<file path="config.mk">
export PLATFORM = sky130hd
export DESIGN_NAME = fifo_wr_arbiter
export DESIGN_NICKNAME = d
export VERILOG_FILES = /design/src/rtl/fifo_wr_arbiter.sv
export SDC_FILE = /design/constraint.sdc
export NUM_CORES = 1
export LEC_CHECK = 0
export BUFFER_PORTS_ARGS = -buffer_cell sky130_fd_sc_hd__buf_2
export CORE_ASPECT_RATIO = 0.6
export CORE_MARGIN = 4
export CORE_UTILIZATION = 42
export DETAILED_ROUTE_END_ITERATION = 16
export GPL_TIMING_DRIVEN = 1
export HOLD_SLACK_MARGIN = 0.08
export PLACE_DENSITY = 0.76
export SLEW_MARGIN = 20
export SYNTH_ARGS = -nofsm -noshare
export SYNTH_HDL_FRONTEND = slang
export SYNTH_SLANG_ARGS = --single-unit
export TNS_END_PERCENT = 20
</file>
<file path="constraint.sdc">
create_clock -name clk_i -period 1.7 [get_ports clk_i]
set_clock_uncertainty 0.1 [all_clocks]
set_input_delay 0.255 -clock clk_i [delete_from_list [all_inputs] [get_ports clk_i]]
set_output_delay 0.255 -clock clk_i [all_outputs]
set_load 0.01 [all_outputs]
</file>
<file path="src/rtl/fifo_wr_arbiter.sv">
// fifo_wr_arbiter: round-robin burst arbiter sharing one FIFO write port among REQ_NUM producers.
// A grant lasts until the owner's last word or MAX_BURST words, whichever comes first.
module fifo_wr_arbiter #(
   parameter int DWIDTH    = 4,
   parameter int REQ_NUM   = 4,
   parameter int MAX_BURST = 16
) (
   input  logic                      clk_i,
   input  logic                      srst_i,
   input  logic [REQ_NUM-1:0]        req_valid_i,
   input  logic [REQ_NUM*DWIDTH-1:0] req_data_i,
   input  logic [REQ_NUM-1:0]        req_last_i,
   output logic [REQ_NUM-1:0]        req_ready_o,
   input  logic                      fifo_full_i,
   output logic                      fifo_wrreq_o,
   output logic [DWIDTH-1:0]         fifo_data_o,
   output logic [REQ_NUM-1:0]        grant_o,
   output logic                      split_o
);
   localparam int PW = $clog2(REQ_NUM);
   typedef enum logic {IDLE, BURST} state_e;
   state_e             state_q, state_d;
   logic [REQ_NUM-1:0] grant_q, grant_d;
   logic [PW-1:0]      ptr_q, ptr_d, own, win;
   logic [7:0]         beat_q, beat_d;
   logic [PW:0]        scan;
   logic               found, xfer, limit, eob;
   always_comb begin
      own = '0;
      for (int i = 0; i < REQ_NUM; i++) if (grant_q[i]) own = PW'(i);
   end
   // circular scan starting at ptr; ptr+i never reaches 2*REQ_NUM, so one subtraction wraps it
   always_comb begin
      found = 1'b0;
      win   = '0;
      scan  = '0;
      for (int i = 0; i < REQ_NUM; i++) begin
         scan = {1'b0, ptr_q} + (PW+1)'(i);
         scan = scan >= (PW+1)'(REQ_NUM) ? scan - (PW+1)'(REQ_NUM) : scan;
         if (!found && req_valid_i[scan[PW-1:0]]) begin
            found = 1'b1;
            win   = scan[PW-1:0];
         end
      end
   end
   always_comb begin
      fifo_data_o = '0;
      for (int i = 0; i < REQ_NUM; i++) fifo_data_o |= req_data_i[i*DWIDTH +: DWIDTH] & {DWIDTH{grant_q[i]}};
   end
   assign xfer         = state_q == BURST && req_valid_i[own] && !fifo_full_i;
   assign limit        = beat_q == 8'(MAX_BURST-1);
   assign eob          = xfer && (req_last_i[own] || limit);
   assign split_o      = xfer && !req_last_i[own] && limit;
   assign fifo_wrreq_o = xfer;
   assign req_ready_o  = state_q == BURST && !fifo_full_i ? grant_q : '0;
   assign grant_o      = grant_q;
   always_comb begin
      state_d = state_q;
      grant_d = grant_q;
      ptr_d   = ptr_q;
      beat_d  = beat_q;
      if (state_q == IDLE && found) begin
         state_d = BURST;
         grant_d = REQ_NUM'(1) << win;
         beat_d  = '0;
      end
      if (xfer) beat_d = beat_q + 8'd1;
      if (eob) begin
         state_d = IDLE;
         grant_d = '0;
         ptr_d   = own == PW'(REQ_NUM-1) ? '0 : own + PW'(1);
      end
   end
   always_ff @(posedge clk_i) begin
      if (srst_i) begin
         state_q <= IDLE;
         grant_q <= '0;
         ptr_q   <= '0;
         beat_q  <= '0;
      end else begin
         state_q <= state_d;
         grant_q <= grant_d;
         ptr_q   <= ptr_d;
         beat_q  <= beat_d;
      end
   end
endmodule
</file>
Word level (Yosys, flattened, before mapping)
Index checks and enable logic that the tools add are counted.
{"block": "word_totals", "regBits": 15, "in_bits": 27, "output_inout_bits": 14, "word_cells": 82}
{"block": "classes", "addsub": 9, "n_lt_le_gt_ge": 9, "n_eq_ne": 2, "shift": 1, "mux": 31, "bitwise": 8, "reduce_logical": 18}
{"cell": "$mux 2", "n": 11}
{"cell": "$and 4x4->4", "n": 4}
{"cell": "$mux 8", "n": 2}
{"cell": "$lt 2x3->1 const B", "n": 5}
{"cell": "$bmux 1 s2", "n": 6}
{"cell": "$or 4x4->4", "n": 3}
{"cell": "$mux 1", "n": 11}
{"cell": "$logic_and 1x1->1", "n": 10}
{"cell": "$ge 3x3->1 const B", "n": 3}
{"cell": "$add 8x1->8 const B", "n": 1}
{"cell": "$eq 8x4->1 const B", "n": 1}
{"cell": "$sub 2x1->2 const B", "n": 4}
{"cell": "$add 2x2->3 const B", "n": 2}
{"cell": "$logic_not 1->1", "n": 5}
{"cell": "$mux 4", "n": 1}
{"cell": "$shl 1x2->4 const A", "n": 1}
{"cell": "$add 2x1->3 const B", "n": 1}
{"cell": "$ge 2x3->1 const B", "n": 1}
{"cell": "$add 2x1->2 const B", "n": 1}
{"cell": "$eq 2x2->1 const B", "n": 1}
{"cell": "$reduce_bool 2->1", "n": 1}
{"cell": "$reduce_or 2->1", "n": 1}
{"cell": "$logic_or 1x1->1", "n": 1}
{"cell": "$not 1->1", "n": 1}

Longest topological paths before layout
Gate-level depths: netlist of the first run.
{"block": "logic_depth", "word_depth": 17, "mapped_depth": 7, "ltp_nobuf": 6}

Least setup slack after synthesis of the first run
OpenSTA, ideal clock, no wires.
{"block": "synth_timing", "kind": "register -> register", "startpoint": "register grant_q[2] (netlist: grant_o[2])", "endpoint": "register beat_q[7]", "setup_time_ps": 134, "arrival_ps": 1588, "t_required_ps": 1466, "setup_slack_ps": -121, "path_stages_with_launch": 8, "path_buffers": 1, "period_less_slack_ps": 1821, "cell_sequence": "dfxtp_1 buf_2 or3b_1 and3_4 nand2_1 inv_1 a41oi_1 a211oi_1"}
{"block": "synth_between", "elab_chain_cells": 7, "elab_cells_between_ends": 8, "classes_between": "mux: 5; reduce/logical: 3"}
{"item": "start: declaration", "line": "23", "text": "logic [REQ_NUM-1:0] grant_q, grant_d;"}
{"item": "start signal: assignment", "line": "82", "text": "grant_q <= grant_d;"}
{"item": "$mux 2 (*) (2 in series)", "line": "30", "text": "for (int i = 0; i < REQ_NUM; i++) if (grant_q[i]) own = PW'(i);"}
{"item": "$bmux 1 s2 (*)", "line": "50", "text": "assign xfer = state_q == BURST && req_valid_i[own] && !fifo_full_i;"}
{"item": "$mux 1 (not written as such) (*)", "line": "50"}
{"item": "$logic_and 1x1->1 (*) (2 in series)", "line": "50"}
{"item": "net fifo_wrreq_o", "line": "15", "text": "output logic fifo_wrreq_o,"}
{"item": "$mux 8 or $reduce_bool 2->1 (tied branches)"}
{"item": "end signal: assignment", "line": "84", "text": "beat_q <= beat_d;"}
{"item": "end: declaration", "line": "25", "text": "logic [7:0] beat_q, beat_d;"}
The timed path passes the listed nets; every way through them passes the cells marked *. The select of a mux whose other input is x is not followed.
A chain may end at the register's enable or synchronous reset.

Worst setup path after layout of the first run
{"block": "layout_timing", "startpoint": "register grant_q[3] (netlist: grant_o[3])", "endpoint": "output split_o"}
{"block": "layout_between", "elab_chain_cells": 7, "elab_cells_between_ends": 10, "classes_between": "mux: 5; reduce/logical: 5"}
{"item": "$mux 2 (*)", "line": "30"}
{"item": "$bmux 1 s2", "line": "50"}
{"item": "$mux 1 (not written as such)", "line": "50"}
{"item": "$logic_and 1x1->1 (2 in series)", "line": "50"}
{"item": "$logic_and 1x1->1 (*) (2 in series)", "line": "53", "text": "assign split_o = xfer && !req_last_i[own] && limit;"}
{"item": "end: declaration", "line": "18", "text": "output logic split_o"}
Every way passes the cells marked *; elsewhere a longest branch is shown, timed or not. The select of a mux whose other input is x is not followed.

==> results.md, run 1 <==
* Status: complete, but fails checks
* Failing checks: setup timing
* Max-slew headroom at 0.821
* Seq pwr share at 0.407
* Crit path to: split_o
* Area leader, netlist: dfxtp_1
* TritonCTS buffer count at 3
* Met2 Usage GRT at 0.315
* Die height at 45.7 um
* ANT cells at 0
* Worst-Skew Late Latency at 260 ps
* Post-layout power at 0.000911 W
* Hold Buf Count CTS at 0
* Bufs on Longest Clock Path at 2
* Post-route clock period utilization at 1.07
* Critical path launch point: grant_o[3]$_SDFFE_PP0P_
* GR Util met1 at 0.256
* R2R setup slack at -60 ps
* Top cell type's share of synthesized area at 0.302
* Total GRT Usage at 0.200
* Die W at 70.8 um
* Ys async rst share at 0
* Sequential area share after synthesis at 0.302
* Drt wl/cell at 14.9 um
* Routed Wire Length at 3240 um
* Multi-input gate area at 708 um^2
* Kind of cell adding the most delay to the critical path: simple AND/OR/NAND/NOR gates
* Crit path launch type: flip-flop
* Initial DRC Count at 41
* Final hold violations at 0
* Leak at 0.688 nW
* Slew Viols, Final at 0
* Post-synth EDFFs at 0
* Final ANT Viol Nets at 0
* # DRC at 0
* Worst-Margin Slew at 262 ps
* Die ar. at 3240 um^2
* Port Buffers at 40
* Synthesized flop and latch total at 15
* Final setup viols at 13
* Critical path depth at 5
* CP max stage cell: or3b_4
* Synth cell types at 36
* Share of layout cells above drive strength 1 at 0.460
* Core area at 2210 um^2
* Vias in the first global route at 1,086
* Internal Power at 0.000638 W
* Sw Share at 0.300
* DR vias at 1,216
* Final nets at 216
* Final Critical Period at 1820 ps
* CP Cell Sequence: or3b_4 > and3_4 > nand2_4 > nor3b_2 > buf_2
* Largest net degree at the start of global routing at 12
* Dpl cell area at 1290 um^2
* Vias per cell at 5.60
* Clk pin slew, worst setup/hold paths at 70 ps
* Clock network fraction of total power at 0.329
* Initial antenna violation count at 0
* Post-Syn Area at 995 um^2
* CTS H-tree depth at 1
* Peak VDD IR at 0.340 mV
* Synth top area cells: dfxtp_1, a21oi_1, a22oi_1
* Routability Congestion at 0.949
* Comb power frac at 0.263
* Crit-path max FO at 4
* CTS Sinks at 15
* Yosys warns at 0
* Final Worst Setup Slack at -121 ps
* Max Cap Viol at 0
* F_max at 549 MHz
* Dominant synthesized flop cell: dfxtp_1
* Worst r2r src: grant_o[3]$_SDFFE_PP0P_
* Initial Util at 0.450
* Hold crit path type: primary input to flip-flop
* Worst Path Required at 1340 ps
* Met3 Usage GRT at 0.0617
* First-pass GRT wire length at 5020 um
* Crit. End Element: primary output
* Worst r2r dst: ptr_q[1]$_SDFFE_PP0P_
* Register area at 310 um^2
* R2R depth at 6
* Busiest grt layer: met2
* Hold WS at 233 ps
* Setup CP Type: flip-flop to primary output
* First-pass DRT Iterations at 4
* Number of buffers and inverters on the critical path at 1
* FILL cells at 176
* CTS root buf: clkbuf_8
* Area added between synthesis and finish at 48.9%
* Syn Area/Cell at 7.65 um^2
* # rows at 13
* I/O pin total at 41
* Total congestion overflow at 0
* PwrDens at 615 nW/um^2
* Design area at 1480 um^2
* TritonCTS clock tree: done
* CP arrival at 1470 ps
* Syn Inst Count at 130
* Crit-path max cell delay at 380 ps
* Post-detail-place hpwl at 2320 um
* Psw at 0.000273 W
* Net Count, Synth at 158
* RSZ-0062 raised after global routing: yes
routing by layer:
| layer | part of all wire | routed length [um] | vias up |
|---|---|---|---|
| met1 | 0.42 | 1370 | 545 |
| met5 | 0 | 0 | - |
| met4 | 0.032 | 102 | 0 |
| met2 | 0.43 | 1380 | 71 |
| li1 | - | - | 586 |
| met3 | 0.12 | 387 | 14 |
registers in the layout, indices dropped and copies added, names as in the netlist:
name and cells:
grant_o 4, beat_q 8, ptr_q 2, state_q 1
stage by stage:
stage	TNS (ps)	instances	setup slack, ps	util
2_1_floorplan	0	130	9.29	-
3_3_place_gp	0	205	25.4	0.584
3_5_place_dp	-1.12	205	-1.12	0.584
4_1_cts	-455	215	-114	0.644
5_1_grt	-1500	217	-196	0.670
6_report	-521	217	-121	0.670
cell type report:
class | count | area share
Inverter | 6 | 0.0169
Tap cell | 30 | 0.0253
Clock inverter | 1 | 0.00338
Clock buffer | 3 | 0.0279
Multi-Input combinational cell | 104 | 0.478
Sequential cell | 15 | 0.209
Timing Repair Buffer | 58 | 0.239
cells by family after synthesis:
kind of cell,Yosys count,synth area share
flip-flops,15,0.302
AO/OA/AOI/OAI,36,0.255
AND/OR/NAND/NOR,63,0.335
multiplexers,4,0.0428
buffers and inverters,11,0.0528
adder cells (fa/ha/maj),1,0.0126
synth_stat cells (3+ instances only):
cell type  count
a21oi_1       15
a22oi_1        8
and2_1         6
and3_1         3
buf_2          3
dfxtp_1       15
inv_1          6
nand2_1       16
nand2b_1       4
nand3_1        7
nor2_1         9
nor3_1         4
power by group through the flow:
stage               sequential [W]  clock (W)  combinational (W)
detailed placement        0.000382          0           0.000199
global placement          0.000381          0           0.000193
finish                    0.000371   0.000300           0.000240
floorplan                 0.000380          0           0.000114
global route              0.000373   0.000317           0.000262
CTS                       0.000371   0.000301           0.000224
cells in the final DEF, fill, tap and decap left out, drive strengths merged, types with 2 or more instances in the layout:
master,synthesis,layout
buf,4,58
nand2,16,16
a21oi,16,16
dfxtp,15,15
nor2,9,9
a22oi,8,8
nand3,7,7
and2,6,6
inv,6,6
nor3,4,4
nand2b,4,4
and3,4,4
clkbuf,1,3
nor2b,2,2
nor3b,2,2
nor4,2,2
nand3b,2,2
a211oi,2,2
or3b,2,2
mux2i,2,2
or3,2,2
o21ai,2,2
mux2,2,2
worst reg2reg max path, delay by kind of cell, from the launching register on:
kind | cells | cell delay (ps)
flip-flops | 1 | 350
AND/OR/NAND/NOR | 1 | 380
buffers and inverters | 2 | 290
AO/OA/AOI/OAI | 3 | 580
worst min-delay path by stage:
stage / startpoint / end / slack (ps) / cells after the start
after floorplan: beat_q[7]$_SDFFE_PP0P_ / beat_q[7]$_SDFFE_PP0P_ / 340 / 1
after global placement: beat_q[7]$_SDFFE_PP0P_ / beat_q[7]$_SDFFE_PP0P_ / 360 / 1
after detailed placement: beat_q[2]$_SDFFE_PP0P_ / beat_q[2]$_SDFFE_PP0P_ / 370 / 1
after CTS: srst_i / beat_q[4]$_SDFFE_PP0P_ / 230 / 2
after global routing: srst_i / beat_q[6]$_SDFFE_PP0P_ / 240 / 2
final: srst_i / beat_q[4]$_SDFFE_PP0P_ / 230 / 2
what timing repair did:
action                                  CTS  global route
resized for setup                        13            10
setup buffers                             6             2
pin swaps                                 4             7
endpoints found under the setup margin   10            15
Power figures use the tool's default switching activity.
==> inputs of run 2 (changes only) <==
--- a/constraint.sdc
+++ b/constraint.sdc
@@ -4,2 +4,2 @@
 set_output_delay 0.255 -clock clk_i [all_outputs]
-set_load 0.01 [all_outputs]
+set_load 0.1 [all_outputs]
==> run 2 against run 1 <==
The run still ends with setup timing left. Die area did not move. Via count grew 10%. Sequential power is 1% higher. Design area increased by 17%. Sequential share of layout area decreased by 3.1 points. Critical path depth grew 1. Wire length up 21%. Flip-flop and latch count unchanged. Combinational power rose by 80%. Worst hold slack worse by 27 ps. Power is 21% higher.
==> results.md, run 2 (same netlist as run 1, synthesis figures left out) <==
* Bufs on Longest Clock Path at 2 (unchanged)
* Max-slew headroom at 0.665 (-0.156)
* F_max at 501 MHz (-8.8%)
* Critical path launch point: grant_o[2]$_SDFFE_PP0P_
* Hold Path Origin: srst_i
* CP max stage cell: dfxtp_4
* Crit-path max cell delay at 350 ps (-30 ps)
* CP arrival at 1640 ps (+170 ps)
* Commonest non-fill, non-tap cell in the layout: buf_2
* Area added between synthesis and finish at 74.3%
* Die height at 45.7 um (unchanged)
* Peak VDD IR at 0.594 mV (+75%)
* Final Critical Period at 2000 ps (+177 ps)
* Max Cap Viol at 0 (unchanged)
* TritonCTS buffer count at 3 (unchanged)
* Port Buffers at 40 (unchanged)
* ANT cells at 0 (unchanged)
* Setup CP Type: flip-flop to primary output
* # rows at 13 (unchanged)
* I/O pin total at 41 (unchanged)
* Post-detail-place hpwl at 2580 um (+11%)
* Vias in the first global route at 1,196 (+10%)
* Share of layout cells above drive strength 1 at 0.528 (+0.0683)
* Post-route clock period utilization at 1.18 (+0.104)
* CTS H-tree depth at 1 (unchanged)
* Drt wl/cell at 17.4 um (+16%)
* Post-Layout Cell Count at 225 (+3.7%)
* TritonCTS clock tree: done
* FILL cells at 148 (-16%)
* Worst r2r src: grant_o[2]$_SDFFE_PP0P_
* First-pass DRT Iterations at 4 (unchanged)
* First-pass GRT wire length at 5510 um (+9.8%)
* DR vias at 1,340 (+10%)
* PwrDens at 634 nW/um^2 (+3.1%)
* Worst-Skew Late Latency at 250 ps (about the same)
* Kind of cell adding the most delay to the critical path: simple AND/OR/NAND/NOR gates
* CP Cell Sequence: or3b_4 > and3_4 > nand2_4 > buf_6 > nor3b_4 > buf_12
* Initial antenna violation count at 0 (unchanged)
* Vias per cell at 5.96 (+6.3%)
* Final ANT Viol Nets at 0 (unchanged)
* Leak at 0.775 nW (+13%)
* Placed Instances at 217 (+5.9%)
* Routed Wire Length at 3910 um (+21%)
* Worst-Margin Slew at 506 ps (+244 ps)
* Largest net degree at the start of global routing at 12 (unchanged)
* Die W at 70.8 um (unchanged)
* R2R setup slack at -220 ps (-160 ps)
* Worst Path Required at 1340 ps (about the same)
* Routability Congestion at 0.925 (-2.6%)
* CTS Sinks at 15 (unchanged)
* Initial Util at 0.450 (unchanged)
* Failing checks: setup timing
* Total GRT Usage at 0.221 (+0.0209)
* Multi-input gate area at 772 um^2 (+9.0%)
* Final hold violations at 0 (unchanged)
* Fin util at 0.784 (+0.114)
* Crit. End Element: primary output
* Register area at 310 um^2 (unchanged)
* Final Worst Setup Slack at -298 ps (-177 ps)
* Status: complete, but fails checks
* # DRC at 0 (unchanged)
* Most frequent cells in the layout: buf_2, buf_4, nand2_1
* Initial DRC Count at 60 (+46%)
* RSZ-0062 raised after global routing: yes
* Final nets at 224 (+3.7%)
* Crit-path max FO at 3 (-1)
* Hold crit path type: primary input to flip-flop
* Number of buffers and inverters on the critical path at 2 (+1)
* Total congestion overflow at 0 (unchanged)
* Reg with most FFs: beat_q
* CTS root buf: clkbuf_8
* Largest register FFs at 8 (unchanged)
* Final setup viols at 17 (+4)
* Clk pin slew, worst setup/hold paths at 60 ps (about the same)
* Crit path launch type: flip-flop
* Die ar. at 3240 um^2 (unchanged)
* Slew Viols, Final at 0 (unchanged)
* Core area at 2210 um^2 (unchanged)
## run 2: cell types whose count changed in the layout (fill, tap and decap cells not counted), sizes merged
cell,delta
clkbuf,+1
clkinv,-1
clkinvlp,+1
buf,+8
inv,-1
## run 2: report_power, final
group	leakage, nW	switching [W]	internal [W]
logic	0.628	0.000274	0.000158
registers	0.124	0.0000148	0.000361
clock network	0.0228	0.000126	0.000166
total	0.775	0.000415	0.000685
## run 2: layout make-up
type | instances | area share
clock buffers | 4 | 0.0260
flip-flops and latches | 15 | 0.179
well taps | 30 | 0.0216
inverters | 6 | 0.0152
repair buffers | 66 | 0.313
multi-input cells | 104 | 0.445
## run 2: layer usage
metal / wire length (um) / global-route usage
met1: 1520 / 0.270
met2: 1800 / 0.403
met3: 484 / 0.0529
met4: 104 / 0.0487
met5: 0 / 0
## run 2: final timing paths
| path | depth (start not counted) | endpoint |
|---|---|---|
| max | 6 | split_o |
| min reg2reg | 1 | beat_q[7]$_SDFFE_PP0P_ |
| min | 2 | beat_q[3]$_SDFFE_PP0P_ |
| max reg2reg | 7 | ptr_q[1]$_SDFFE_PP0P_ |
## run 2: what timing repair did
| item | in CTS | in global routing |
|---|---|---|
| endpoints found under the setup margin | 16 | 23 |
| hold buffers | 0 | 0 |
| setup buffers | 4 | 1 |
| pin swaps | 4 | 5 |
| resized for setup | 8 | 22 |
## run 2: per-stage QoR
stage / hold slack (ps) / TNS (ps) / total power [W] / cell area, um^2 / setup slack [ps]
floorplan: 345 / -10020 / 0.000626 / 1060 / -691
global route: 223 / -3190 / 0.00114 / 1730 / -363
detailed placement: 387 / -286 / 0.000763 / 1550 / -57.1
global placement: 380 / -54.0 / 0.000754 / 1550 / -25.0
CTS: 224 / -1520 / 0.00106 / 1650 / -280
finish: 206 / -2130 / 0.00110 / 1730 / -298
==> inputs of run 3 (changes only) <==
- CORE_ASPECT_RATIO: 0.6 -> unset
- CORE_UTILIZATION: 42 -> 47
- PLACE_DENSITY: 0.76 -> 0.8
- clock period: 1.7 -> 2 ns (I/O delays scaled with it)
==> run 3 against run 2 <==
The run still ends with setup timing left. Wire length fell by 26%. Final cell count fell by 8.9%. Via count fell by 16%. Global-route usage fell by 1.4 points. Non-clock buffer count fell by 17. Register-to-register slack improved by 320 ps. Largest power group is now registers. Setup slack improved by 290 ps.
==> results.md, run 3 (same netlist as run 1, synthesis figures left out) <==
* Area added between synthesis and finish at 46.0%
* Placed Instances at 195 (-10%)
* Routed met2 length at 1350 um (-25%)
* Leak at 0.631 nW (-19%)
* Die height at 54.0 um (+18%)
* Clk pin slew, worst setup/hold paths at 90 ps (+30 ps)
* Core area at 1980 um^2 (-10%)
* Seq pwr share at 0.402 (+0.060)
* Number of buffers and inverters on the critical path at 2 (unchanged)
* Crit-path max FO at 3 (unchanged)
* Vias per cell at 5.48 (-8.0%)
* DR vias at 1,123 (-16%)
* Slew Viols, Final at 0 (unchanged)
* PwrDens at 541 nW/um^2 (-15%)
* Worst-Margin Slew at 490 ps (-16.2 ps)
* Port Buffers at 40 (unchanged)
* Hold WS at 213 ps (+7.31 ps)
* CTS H-tree depth at 1 (unchanged)
* Worst Path Required at 1600 ps (+260 ps)
* Sw Share at 0.403 (+0.0253)
* Final hold violations at 0 (unchanged)
* Vias in the first global route at 1,032 (-14%)
* Bufs on Longest Clock Path at 2 (unchanged)
* DR WL met3 at 288 um (-40%)
* Share of layout cells above drive strength 1 at 0.433 (-0.0956)
* Psw at 0.000316 W (-24%)
* I/O pin total at 41 (unchanged)
* # rows at 16 (+3)
* CP Cell Sequence: or3b_1 > and3_4 > nand2_4 > clkinvlp_4 > buf_12
* Setup CP Type: flip-flop to primary output
* Post-route clock period utilization at 1.00
* First-pass GRT wire length at 4420 um (-20%)
* Routability Congestion at 0.760 (-18%)
* TritonCTS buffer count at 3 (unchanged)
* Internal Power at 0.000470 W (-31%)
* Peak VDD IR at 0.465 mV (-22%)
* Die ar. at 2920 um^2 (-9.9%)
* Crit path launch type: flip-flop
* Worst-Skew Late Latency at 290 ps (+40 ps)
* RSZ-0062 raised after global routing: yes
* Post-Layout Cell Count at 205 (-8.9%)
* Final nets at 207 (-7.6%)
* Met1 wire length at 1190 um (-22%)
* Final Worst Setup Slack at -9.38 ps (+289 ps)
* Clock network fraction of total power at 0.229 (-0.037)
* CP max stage cell: or3b_1
* Hold crit path type: primary input to flip-flop
* Commonest non-fill, non-tap cell in the layout: buf_2
* Crit-path max cell delay at 370 ps (+20 ps)
* Crit. End Element: primary output
* # DRC at 0 (unchanged)
* Final setup viols at 1 (-16)
* Final ANT Viol Nets at 0 (unchanged)
* Failing checks: setup timing
* Design area at 1450 um^2 (-16%)
* Reg with most FFs: beat_q
* Routed Wire Length at 2880 um (-26%)
* CTS Sinks at 15 (unchanged)
* Max-slew headroom at 0.676 (+0.0107)
* Total GRT Usage at 0.207 (-0.0138)
* Kind of cell adding the most delay to the critical path: simple AND/OR/NAND/NOR gates
* Initial Util at 0.502 (+0.0522)
* Final Critical Period at 2010 ps
* First-pass DRT Iterations at 4 (unchanged)
* CTS root buf: clkbuf_4
* F_max at 498 MHz
* Total congestion overflow at 0 (unchanged)
* Initial DRC Count at 20 (-67%)
* Status: complete, but fails checks
* Post-layout power at 0.000786 W (-28%)
* Dpl cell area at 1340 um^2 (-13%)
* Post-detail-place hpwl at 2100 um (-19%)
* Most frequent cells in the layout: buf_2, nand2_1, a21oi_1
* Drt wl/cell at 14.0 um (-19%)
* CP arrival at 1610 ps (-30 ps)
* ANT cells at 0 (unchanged)
* Largest net degree at the start of global routing at 12 (unchanged)
* TritonCTS clock tree: done
* Pre-CTS WS at 157 ps (+214 ps)
* Initial antenna violation count at 0 (unchanged)
* Max Cap Viol at 0 (unchanged)
* Die W at 54.0 um (-24%)
* Largest register FFs at 8 (unchanged)
* Max Used Layer: met4
* Comb power frac at 0.369 (-0.024)
==> run 3: per-layer routing <==
metal | up-vias | track usage
met5 | - | 0
met3 | 7 | 0.0416
met1 | 493 | 0.241
met4 | 0 | 0.0913
met2 | 53 | 0.363
li1 | 570 | -
==> run 3: path summary, 6_finish.rpt <==
| path | from | to | slack, ps | cells past startpoint |
|---|---|---|---|---|
| hold / removal | srst_i | beat_q[4]$_SDFFE_PP0P_ | 210 | 2 |
| setup reg to reg | grant_o[2]$_SDFFE_PP0P_ | ptr_q[1]$_SDFFE_PP0P_ | 100 | 6 |
| hold reg to reg | ptr_q[0]$_SDFFE_PP0P_ | ptr_q[0]$_SDFFE_PP0P_ | 410 | 2 |
| setup / recovery | grant_o[3]$_SDFFE_PP0P_ | fifo_wrreq_o | -9 | 5 |
==> run 3: power groups by stage <==
stage / Combinational [W] / Clock (W) / Sequential, W
after floorplan: 0.000182 / 0 / 0.000349
after global placement: 0.000271 / 0 / 0.000325
after detailed placement: 0.000276 / 0 / 0.000326
after CTS: 0.000287 / 0.000184 / 0.000317
after global routing: 0.000308 / 0.000194 / 0.000319
final: 0.000290 / 0.000180 / 0.000316
==> run 3: repair_timing <==
item / in CTS / in global routing
pin swaps: 1 / 1
gates resized for setup: 7 / 3
endpoints found under the setup margin: 2 / 3
hold buffers: 0 / 0
buffers inserted: 5 / 1
==> run 3: worst register-to-register path: cells and delay by family, from the launching register on <==
family / cells / cell delay (ps)
DFF: 1 / 350
buffers and inverters: 1 / 170
and+or+nand+nor: 2 / 560
AOI/OAI and AO/OA: 3 / 660
==> run 3: cell type report <==
class,count,area [um^2]
sequential,15,317
multi-input combinational,104,722
fill,161,529
timing repair buffer,49,328
tap,27,33.8
inverter,6,26.3
clock buffer,4,26.3
==> run 3: per-stage QoR <==
step,util,setup TNS [ps]
floorplan,-,-3880
global placement,0.677,0
detailed placement,0.677,0
CTS,0.722,-8.51
global route,0.733,-108
finish,0.733,-9.38
